==> config.mk <==
export PLATFORM = sky130hd
export DESIGN_NAME = nec_tx
export DESIGN_NICKNAME = d
export VERILOG_FILES = /design/src/rtl/nec_pkg.sv /design/src/rtl/nec_tx_tick.sv /design/src/rtl/nec_tx.sv
export SDC_FILE = /design/constraint.sdc
export NUM_CORES = 1
export LEC_CHECK = 0
export ABC_AREA = 1
export BUFFER_PORTS_ARGS = -buffer_cell sky130_fd_sc_hd__buf_2
export CAP_MARGIN = 20
export CORE_MARGIN = 4
export CORE_UTILIZATION = 40
export DETAILED_ROUTE_END_ITERATION = 7
export SLEW_MARGIN = 10
export SYNTH_ARGS = -nofsm -noshare
export SYNTH_HDL_FRONTEND = slang
export SYNTH_SLANG_ARGS = --single-unit
==> constraint.sdc <==
create_clock -name sys_clk -period 2.1 [get_ports sys_clk]
set_input_delay 0.105 -clock sys_clk [delete_from_list [all_inputs] [get_ports sys_clk]]
set_output_delay 0.105 -clock sys_clk [all_outputs]
set_load 0.005 [all_outputs]
==> src/rtl/nec_pkg.sv <==
// Shared NEC protocol definitions: FSM state encoding, segment lengths in
// units, and the unit-length derivation used by both transmitter and receiver.
package nec_pkg;

    typedef enum logic [2:0] {
        ST_IDLE       = 3'd0,
        ST_LEAD_MARK  = 3'd1,
        ST_LEAD_SPACE = 3'd2,
        ST_BIT_MARK   = 3'd3,
        ST_BIT_SPACE  = 3'd4,
        ST_STOP_MARK  = 3'd5,
        ST_GAP        = 3'd6
    } nec_state_e;

    localparam logic [4:0] LEAD_MARK_U  = 5'd16;
    localparam logic [4:0] LEAD_SPACE_U = 5'd8;
    localparam logic [4:0] REP_SPACE_U  = 5'd4;
    localparam logic [4:0] BIT_MARK_U   = 5'd1;
    localparam logic [4:0] BIT0_SPACE_U = 5'd1;
    localparam logic [4:0] BIT1_SPACE_U = 5'd3;
    localparam logic [4:0] STOP_U       = 5'd1;
    localparam logic [7:0] FRAME_U      = 8'd192;

    // One NEC unit is 562.5 us, i.e. clk_freq * 9 / 16000 cycles (truncated).
    function automatic int unit_cycles(input int clk_freq);
        return int'((longint'(clk_freq) * 64'sd9) / 64'sd16000);
    endfunction

endpackage

==> src/rtl/nec_tx_tick.sv <==
// Cycle-in-unit counter for the NEC transmitter: pulses unit_tick once every
// UNIT cycles while enabled, restarting from zero on clear.
module nec_tx_tick
    import nec_pkg::*;
#(
    parameter int UNIT = 28125
) (
    input  logic sys_clk,
    input  logic sys_rst,
    input  logic clear,
    input  logic enable,
    output logic unit_tick
);

    localparam int CW = (UNIT > 1) ? $clog2(UNIT) : 1;
    localparam logic [CW-1:0] CNT_LAST = CW'(UNIT - 1);
    localparam logic [CW-1:0] CNT_ONE  = CW'(1);
    localparam logic [CW-1:0] CNT_ZERO = CW'(0);

    logic [CW-1:0] cnt_r;

    // Free-running unit divider, held at zero while the transmitter is idle
    always_ff @(posedge sys_clk) begin
        if (sys_rst || clear) begin
            cnt_r <= CNT_ZERO;
        end else if (!enable) begin
            cnt_r <= CNT_ZERO;
        end else if (cnt_r == CNT_LAST) begin
            cnt_r <= CNT_ZERO;
        end else begin
            cnt_r <= cnt_r + CNT_ONE;
        end
    end

    assign unit_tick = enable && (cnt_r == CNT_LAST);

endmodule

==> src/rtl/nec_tx.sv <==
// NEC infrared frame transmitter (data and repeat frames, 108 ms frame period).
// Define NEC_TX_CARRIER_EN to modulate marks with the IR carrier instead of baseband levels.
module nec_tx
    import nec_pkg::*;
#(
    parameter int CLK_FREQ     = 50_000_000,
    parameter int CARRIER_FREQ = 38_000
) (
    input  logic       sys_clk,
    input  logic       sys_rst,
    input  logic [7:0] tx_addr,
    input  logic [7:0] tx_cmd,
    input  logic       tx_repeat,
    input  logic       tx_valid,
    output logic       tx_ready,
    output logic       tx_done,
    output logic       remote_out
);

    localparam int UNIT = unit_cycles(CLK_FREQ);

    if (CARRIER_FREQ <= 0 || CARRIER_FREQ > CLK_FREQ) begin : g_bad_carrier
        $error("nec_tx: CARRIER_FREQ must be in 1..CLK_FREQ");
    end

    nec_state_e  state_r;
    nec_state_e  state_s;
    logic [4:0]  unit_cnt_r;
    logic [4:0]  bit_idx_r;
    logic [7:0]  frame_cnt_r;
    logic [31:0] data_r;
    logic        repeat_r;
    logic        tx_ready_r;
    logic        tx_done_r;
    logic        remote_out_r;
    logic        start_s;
    logic        busy_s;
    logic        unit_tick_s;
    logic        seg_end_s;
    logic        is_mark_s;
    logic [4:0]  seg_len_s;

    // tx_ready_r is only ever high in IDLE, so it doubles as the accept qualifier
    assign start_s   = tx_valid && tx_ready_r;
    assign busy_s    = (state_r != ST_IDLE);
    assign is_mark_s = (state_r == ST_LEAD_MARK) || (state_r == ST_BIT_MARK) ||
                       (state_r == ST_STOP_MARK);

    nec_tx_tick #(
        .UNIT (UNIT)
    ) u_tick (
        .sys_clk   (sys_clk),
        .sys_rst   (sys_rst),
        .clear     (start_s),
        .enable    (busy_s),
        .unit_tick (unit_tick_s)
    );

    // Length in units of the segment currently being sent
    always_comb begin
        seg_len_s = 5'd0;
        case (state_r)
            ST_LEAD_MARK:  seg_len_s = LEAD_MARK_U;
            ST_LEAD_SPACE: if (repeat_r) seg_len_s = REP_SPACE_U; else seg_len_s = LEAD_SPACE_U;
            ST_BIT_MARK:   seg_len_s = BIT_MARK_U;
            ST_BIT_SPACE:  if (data_r[0]) seg_len_s = BIT1_SPACE_U; else seg_len_s = BIT0_SPACE_U;
            ST_STOP_MARK:  seg_len_s = STOP_U;
            default:       seg_len_s = 5'd0;
        endcase
    end

    assign seg_end_s = unit_tick_s && (unit_cnt_r == (seg_len_s - 5'd1));

    // Frame sequencing; GAP is timed against the whole frame, not its own length
    always_comb begin
        state_s = state_r;
        case (state_r)
            ST_IDLE:       if (start_s) state_s = ST_LEAD_MARK; else state_s = ST_IDLE;
            ST_LEAD_MARK:  if (seg_end_s) state_s = ST_LEAD_SPACE; else state_s = ST_LEAD_MARK;
            ST_LEAD_SPACE: begin
                if (seg_end_s) begin
                    if (repeat_r) state_s = ST_STOP_MARK; else state_s = ST_BIT_MARK;
                end else begin
                    state_s = ST_LEAD_SPACE;
                end
            end
            ST_BIT_MARK:   if (seg_end_s) state_s = ST_BIT_SPACE; else state_s = ST_BIT_MARK;
            ST_BIT_SPACE: begin
                if (seg_end_s) begin
                    if (bit_idx_r == 5'd31) state_s = ST_STOP_MARK; else state_s = ST_BIT_MARK;
                end else begin
                    state_s = ST_BIT_SPACE;
                end
            end
            ST_STOP_MARK:  if (seg_end_s) state_s = ST_GAP; else state_s = ST_STOP_MARK;
            ST_GAP: begin
                if (unit_tick_s && (frame_cnt_r == (FRAME_U - 8'd1))) state_s = ST_IDLE;
                else state_s = ST_GAP;
            end
            default:       state_s = ST_IDLE;
        endcase
    end

    // State, counters, latched request and handshake/done flags
    always_ff @(posedge sys_clk) begin
        if (sys_rst) begin
            state_r     <= ST_IDLE;
            unit_cnt_r  <= 5'd0;
            bit_idx_r   <= 5'd0;
            frame_cnt_r <= 8'd0;
            data_r      <= 32'd0;
            repeat_r    <= 1'b0;
            tx_ready_r  <= 1'b0;
            tx_done_r   <= 1'b0;
        end else begin
            state_r    <= state_s;
            tx_ready_r <= (state_s == ST_IDLE);
            tx_done_r  <= (state_r == ST_STOP_MARK) && seg_end_s;
            if (start_s) begin
                data_r      <= {~tx_cmd, tx_cmd, ~tx_addr, tx_addr};
                repeat_r    <= tx_repeat;
                unit_cnt_r  <= 5'd0;
                bit_idx_r   <= 5'd0;
                frame_cnt_r <= 8'd0;
            end else begin
                if (state_s != state_r) begin
                    unit_cnt_r <= 5'd0;
                end else if (unit_tick_s && (state_r != ST_GAP)) begin
                    unit_cnt_r <= unit_cnt_r + 5'd1;
                end
                if ((state_r == ST_BIT_SPACE) && seg_end_s) begin
                    bit_idx_r <= bit_idx_r + 5'd1;
                    data_r    <= {1'b0, data_r[31:1]};
                end
                if (unit_tick_s && (frame_cnt_r != FRAME_U)) begin
                    frame_cnt_r <= frame_cnt_r + 8'd1;
                end
            end
        end
    end

`ifdef NEC_TX_CARRIER_EN
    localparam int DIV = CLK_FREQ / CARRIER_FREQ;
    localparam int PW  = (DIV > 1) ? $clog2(DIV) : 1;
    localparam logic [PW-1:0] PHASE_LAST = PW'(DIV - 1);
    localparam logic [PW-1:0] PHASE_HIGH = PW'(DIV / 3);
    localparam logic [PW-1:0] PHASE_ONE  = PW'(1);
    localparam logic [PW-1:0] PHASE_ZERO = PW'(0);

    logic [PW-1:0] phase_r;

    // Carrier output: spaces separate every mark, so the phase restarts per mark
    always_ff @(posedge sys_clk) begin
        if (sys_rst) begin
            phase_r      <= PHASE_ZERO;
            remote_out_r <= 1'b0;
        end else if (is_mark_s) begin
            remote_out_r <= (phase_r < PHASE_HIGH);
            if (phase_r == PHASE_LAST) phase_r <= PHASE_ZERO;
            else phase_r <= phase_r + PHASE_ONE;
        end else begin
            phase_r      <= PHASE_ZERO;
            remote_out_r <= 1'b0;
        end
    end
`else
    // Baseband output: active-low mark, one cycle behind the FSM
    always_ff @(posedge sys_clk) begin
        if (sys_rst) begin
            remote_out_r <= 1'b1;
        end else begin
            remote_out_r <= ~is_mark_s;
        end
    end
`endif

    assign tx_ready   = tx_ready_r;
    assign tx_done    = tx_done_r;
    assign remote_out = remote_out_r;

endmodule

==> impl_table.tex <==
\begin{tabular}{lr}
\hline
Metric & Value \\
\hline
\multicolumn{2}{l}{\textbf{Die}} \\
Number of top-level design ports & 23 \\
Die X & 102.9 um \\
Die H & 102.9 um \\
Row Count & 34 \\
Initial core utilization & 0.4112 \\
Area enclosed by the die boundary & 10590 um2 \\
Core area & 8763 um2 \\
\multicolumn{2}{l}{\textbf{Logic synthesis}} \\
Largest area contributor in the netlist & sky130\_fd\_sc\_hd\_\_dfxtp\_1 \\
Number of warnings reported in the yosys synthesis log & 0 \\
Cell types with the largest area share after synthesis & sky130\_fd\_sc\_hd\_\_dfxtp\_1 40\%, sky130\_fd\_sc\_hd\_\_nand2\_1 8.4\%, sky130\_fd\_sc\_hd\_\_inv\_1 5.9\%, sky130\_fd\_sc\_hd\_\_nor2\_1 5.6\%, sky130\_fd\_sc\_hd\_\_o21ai\_0 5.1\% \\
Syn nets & 508 \\
Post-synth EDFFs & 0 \\
Area share of the leading cell type in the synthesized netlist & 0.4000 \\
Distinct cells, synth & 39 \\
Mean post-synth cell area & 7.507 um2 \\
Gate count of the mapped netlist & 480 \\
FF+latch count, synth & 72 \\
Synthesized area & 3603 um2 \\
Sequential area share after synthesis & 0.4000 \\
Commonest register cell after synthesis & sky130\_fd\_sc\_hd\_\_dfxtp\_1 \\
Share of flip-flops with an asynchronous set or reset & 0 \\
\multicolumn{2}{l}{\textbf{Placed design}} \\
Placed Cells & 617 \\
HPWL after DPL & 5.586 mm \\
Placed cell areas & 4011 um2 \\
Worst slack after detailed placement & -0.1315 ns \\
PortBufs & 22 \\
Weighted congestion reported at the end of routability-driven placement & 0.9241 \\
\multicolumn{2}{l}{\textbf{Setup path}} \\
Worst Path Max Fanout & 5 \\
Crit Path Class & reg -> reg \\
Slowest CP cell & sky130\_fd\_sc\_hd\_\_dfxtp\_4 \\
Cells traversed along the worst timing path & inv\_4, nand2\_4, nor2\_4, nand2\_2, ha\_4, inv\_2, nand2\_1, nand2\_1, nand3\_1, nand2\_1, inv\_2, nor2\_4, buf\_6, nand4\_1, nand2\_1, inv\_2, nand2\_4, nand2\_4, nand2\_4, nor3\_4 \\
Worst Setup Start Kind & register \\
Worst path arrival time & 2.55 ns \\
Setup crit end kind & register \\
Largest stage delay, worst path & 0.36 ns \\
CP bufs+invs & 5 \\
Dominant delay contributor by cell family on the critical path & simple AND/OR/NAND/NOR gates \\
Endpoint required time on the critical path & 2.33 ns \\
\multicolumn{2}{l}{\textbf{STA}} \\
Clk\_skew & 0.009750 ns \\
Slew at the pin closest to its max-slew limit & 0.4147 ns \\
Worst relative slew slack & 0.7235 \\
RSZ-0062 raised after global routing & yes \\
Final setup violation count & 46 \\
Tightest hold margin & 0.03309 ns \\
Post-route clock period utilization & 1.107 \\
Highest Clock Rate & 430.1 MHz \\
Post-layout worst setup margin & -0.2248 ns \\
Crit path time final & 2.325 ns \\
Max Transition Viols Final & 0 \\
TNS Setup & -6.630 ns \\
Final hold violations & 0 \\
\multicolumn{2}{l}{\textbf{GRT}} \\
Global-route wire length before repair & 14.50 mm \\
Vias in the first global route & 3096 \\
Number of antenna violations at the first check in global routing & 0 \\
Combined global-route utilization of all metal layers & 0.1733 \\
Largest net degree at the start of global routing & 31 \\
Remaining global-route overflow & 0 \\
\multicolumn{2}{l}{\textbf{Final layout}} \\
Final std cells w/o fill & 648 \\
Area growth from synthesis to layout & 29.97\% \\
Nets@finish & 563 \\
Share of cells above drive strength 1 & 0.3111 \\
Fill cell count & 834 \\
Number of inserted diodes & 0 \\
Most frequent standard cell in the layout excluding fill and tap cells & sky130\_fd\_sc\_hd\_\_nand2\_1 \\
Final Instance Area & 4683 um2 \\
Final core utilization & 0.5344 \\
Most used cells in the layout excluding fill and tap cells & 75 x sky130\_fd\_sc\_hd\_\_nand2\_1, 69 x sky130\_fd\_sc\_hd\_\_dfxtp\_1, 49 x sky130\_fd\_sc\_hd\_\_inv\_1, 45 x sky130\_fd\_sc\_hd\_\_nor2\_1, 28 x sky130\_fd\_sc\_hd\_\_buf\_4 \\
Area used by sequential logic in the layout & 1453 um2 \\
Combined area of the multi-input logic cells & 2088 um2 \\
\multicolumn{2}{l}{\textbf{Route}} \\
Drt via density & 5.151 \\
Vias after detailed routing & 3338 \\
Sum of routed wire length over all layers & 8.700 mm \\
Final ANT Viol Nets & 0 \\
Detailed-route DRC error count & 0 \\
DRT Pass-1 Iters & 4 \\
Per-cell routed wire length & 13.43 um \\
Starting DRT DRC Count & 128 \\
\multicolumn{2}{l}{\textbf{Clocking}} \\
Clk Latency, worst-skew pair & 0.35 ns \\
Cell chosen for the clock root & sky130\_fd\_sc\_hd\_\_clkbuf\_8 \\
CTS sink count & 72 \\
Maximum count of clock buffers along a single path & 2 \\
Clock slew at the register clock pins of the worst setup and hold paths & 0.08 ns \\
Total CTS buffers & 9 \\
TritonCTS clock tree & done \\
Number of H-tree levels & 3 \\
\multicolumn{2}{l}{\textbf{Min path}} \\
Worst hold-check path type & in -> reg \\
\multicolumn{2}{l}{\textbf{Power}} \\
Pwr per Cell Area & 682.3 nW/um2 \\
Total design power & 3.195 mW \\
Peak VDD IR & 0.4639 mV \\
Leakage power summed over all cells & 1.783 nW \\
\multicolumn{2}{l}{\textbf{Status}} \\
Run status & finished with violations \\
Violated checks & negative setup slack \\
\multicolumn{2}{l}{\textbf{Job}} \\
Max-Cap Viols & 0 \\
\hline
\end{tabular}
## cells in the mapped netlist, types with 2 or more instances
| master | count |
|---|---|
| sky130_fd_sc_hd__a211oi_1 | 13 |
| sky130_fd_sc_hd__nand2_4 | 4 |
| sky130_fd_sc_hd__a21oi_1 | 30 |
| sky130_fd_sc_hd__inv_1 | 57 |
| sky130_fd_sc_hd__nand2_2 | 5 |
| sky130_fd_sc_hd__inv_2 | 2 |
| sky130_fd_sc_hd__o21ai_1 | 11 |
| sky130_fd_sc_hd__xor2_1 | 6 |
| sky130_fd_sc_hd__o211ai_1 | 2 |
| sky130_fd_sc_hd__nor3_1 | 9 |
| sky130_fd_sc_hd__nor2_1 | 54 |
| sky130_fd_sc_hd__ha_1 | 8 |
| sky130_fd_sc_hd__a311oi_2 | 8 |
| sky130_fd_sc_hd__nand4_1 | 12 |
| sky130_fd_sc_hd__o21ai_0 | 37 |
| sky130_fd_sc_hd__nand3_1 | 21 |
| sky130_fd_sc_hd__o21a_1 | 2 |
| sky130_fd_sc_hd__a31oi_1 | 3 |
| sky130_fd_sc_hd__nor3b_1 | 2 |
| sky130_fd_sc_hd__dfxtp_1 | 72 |
| sky130_fd_sc_hd__nor3_2 | 5 |
| sky130_fd_sc_hd__nor2_4 | 2 |
| sky130_fd_sc_hd__nand2_1 | 81 |
| sky130_fd_sc_hd__buf_4 | 4 |
| sky130_fd_sc_hd__clkbuf_1 | 12 |
| sky130_fd_sc_hd__nand3_2 | 5 |
## worst register-to-register path, cell delays in order, from the launching register on
cell	delay (ns)
sky130_fd_sc_hd__dfxtp_4	0.36
sky130_fd_sc_hd__inv_4	0.06
sky130_fd_sc_hd__nand2_4	0.06
sky130_fd_sc_hd__nor2_4	0.12
sky130_fd_sc_hd__nand2_2	0.08
sky130_fd_sc_hd__ha_4	0.19
sky130_fd_sc_hd__inv_2	0.06
sky130_fd_sc_hd__nand2_1	0.05
sky130_fd_sc_hd__nand2_1	0.11
sky130_fd_sc_hd__nand3_1	0.08
sky130_fd_sc_hd__nand2_1	0.08
sky130_fd_sc_hd__inv_2	0.04
sky130_fd_sc_hd__nor2_4	0.18
sky130_fd_sc_hd__buf_6	0.13
sky130_fd_sc_hd__nand4_1	0.12
sky130_fd_sc_hd__nand2_1	0.13
sky130_fd_sc_hd__inv_2	0.07
sky130_fd_sc_hd__nand2_4	0.09
sky130_fd_sc_hd__nand2_4	0.05
sky130_fd_sc_hd__nand2_4	0.10
sky130_fd_sc_hd__nor3_4	0.05
## area by class of cell
cell class,count,share of cell area
Clock buffer,9,0.02645
Clock inverter,7,0.02511
Inverter,61,0.05183
Multi-Input combinational cell,329,0.4459
Sequential cell,72,0.3102
Tap cell,108,0.02885
Timing Repair Buffer,62,0.1117
## timing repair
| item | 4_1_cts | 5_1_grt |
|---|---|---|
| gates cloned | 4 | 0 |
| pin swaps | 14 | 14 |
| hold buffers | 0 | 0 |
| endpoints found under the setup margin | 43 | 51 |
| resized for setup | 36 | 44 |
| endpoints found under the hold margin | 0 | 0 |
| buffers inserted | 8 | 6 |
## path summary, 6_finish.rpt
check	slack, ns	depth (start not counted)	from	end
max	-0.22	20	state_r[1]	unit_cnt_r[1]
min	0.03	3	tx_cmd[4]	data_r[20]
max reg2reg	-0.22	20	state_r[1]	unit_cnt_r[1]
min reg2reg	0.46	2	bit_idx_r[4]	bit_idx_r[4]
## registers in the layout, indices dropped and copies added, names as in the netlist
register / flops
repeat_r: 1
frame_cnt_r: 8
tx_done: 1
bit_idx_r: 5
data_r: 32
unit_cnt_r: 5
u_tick.cnt_r: 15
state_r: 3
tx_ready: 1
remote_out: 1
## logic make-up (layout without fill, tap and decap cells)
| kind of cell | Yosys count | in the layout | share of synthesized area |
|---|---|---|---|
| buf+inv | 79 | 139 | 0.09028 |
| fa+ha+maj | 8 | 8 | 0.02778 |
| flops | 72 | 72 | 0.4000 |
| compound gates | 107 | 107 | 0.1847 |
| xor+xnor | 7 | 7 | 0.01701 |
| mux | 1 | 1 | 0.002778 |
| simple gates | 206 | 206 | 0.2774 |
## routing by layer
metal | GRT usage | vias to the layer above | share of wire
met2 | 0.2743 | 66 | 0.47
li1 | - | 1711 | -
met3 | 0.04330 | 11 | 0.044
met1 | 0.2331 | 1550 | 0.47
met4 | 0.05378 | 0 | 0.014
met5 | 0 | - | 0
## report_power, final
part           leakage, nW  internal [mW]  switching, mW
Combinational         1.07          0.161          0.231
Clock                0.124          0.792          0.562
Sequential           0.588           1.42         0.0325
Total                 1.78           2.37          0.825
(Power assumes the default switching activity.)
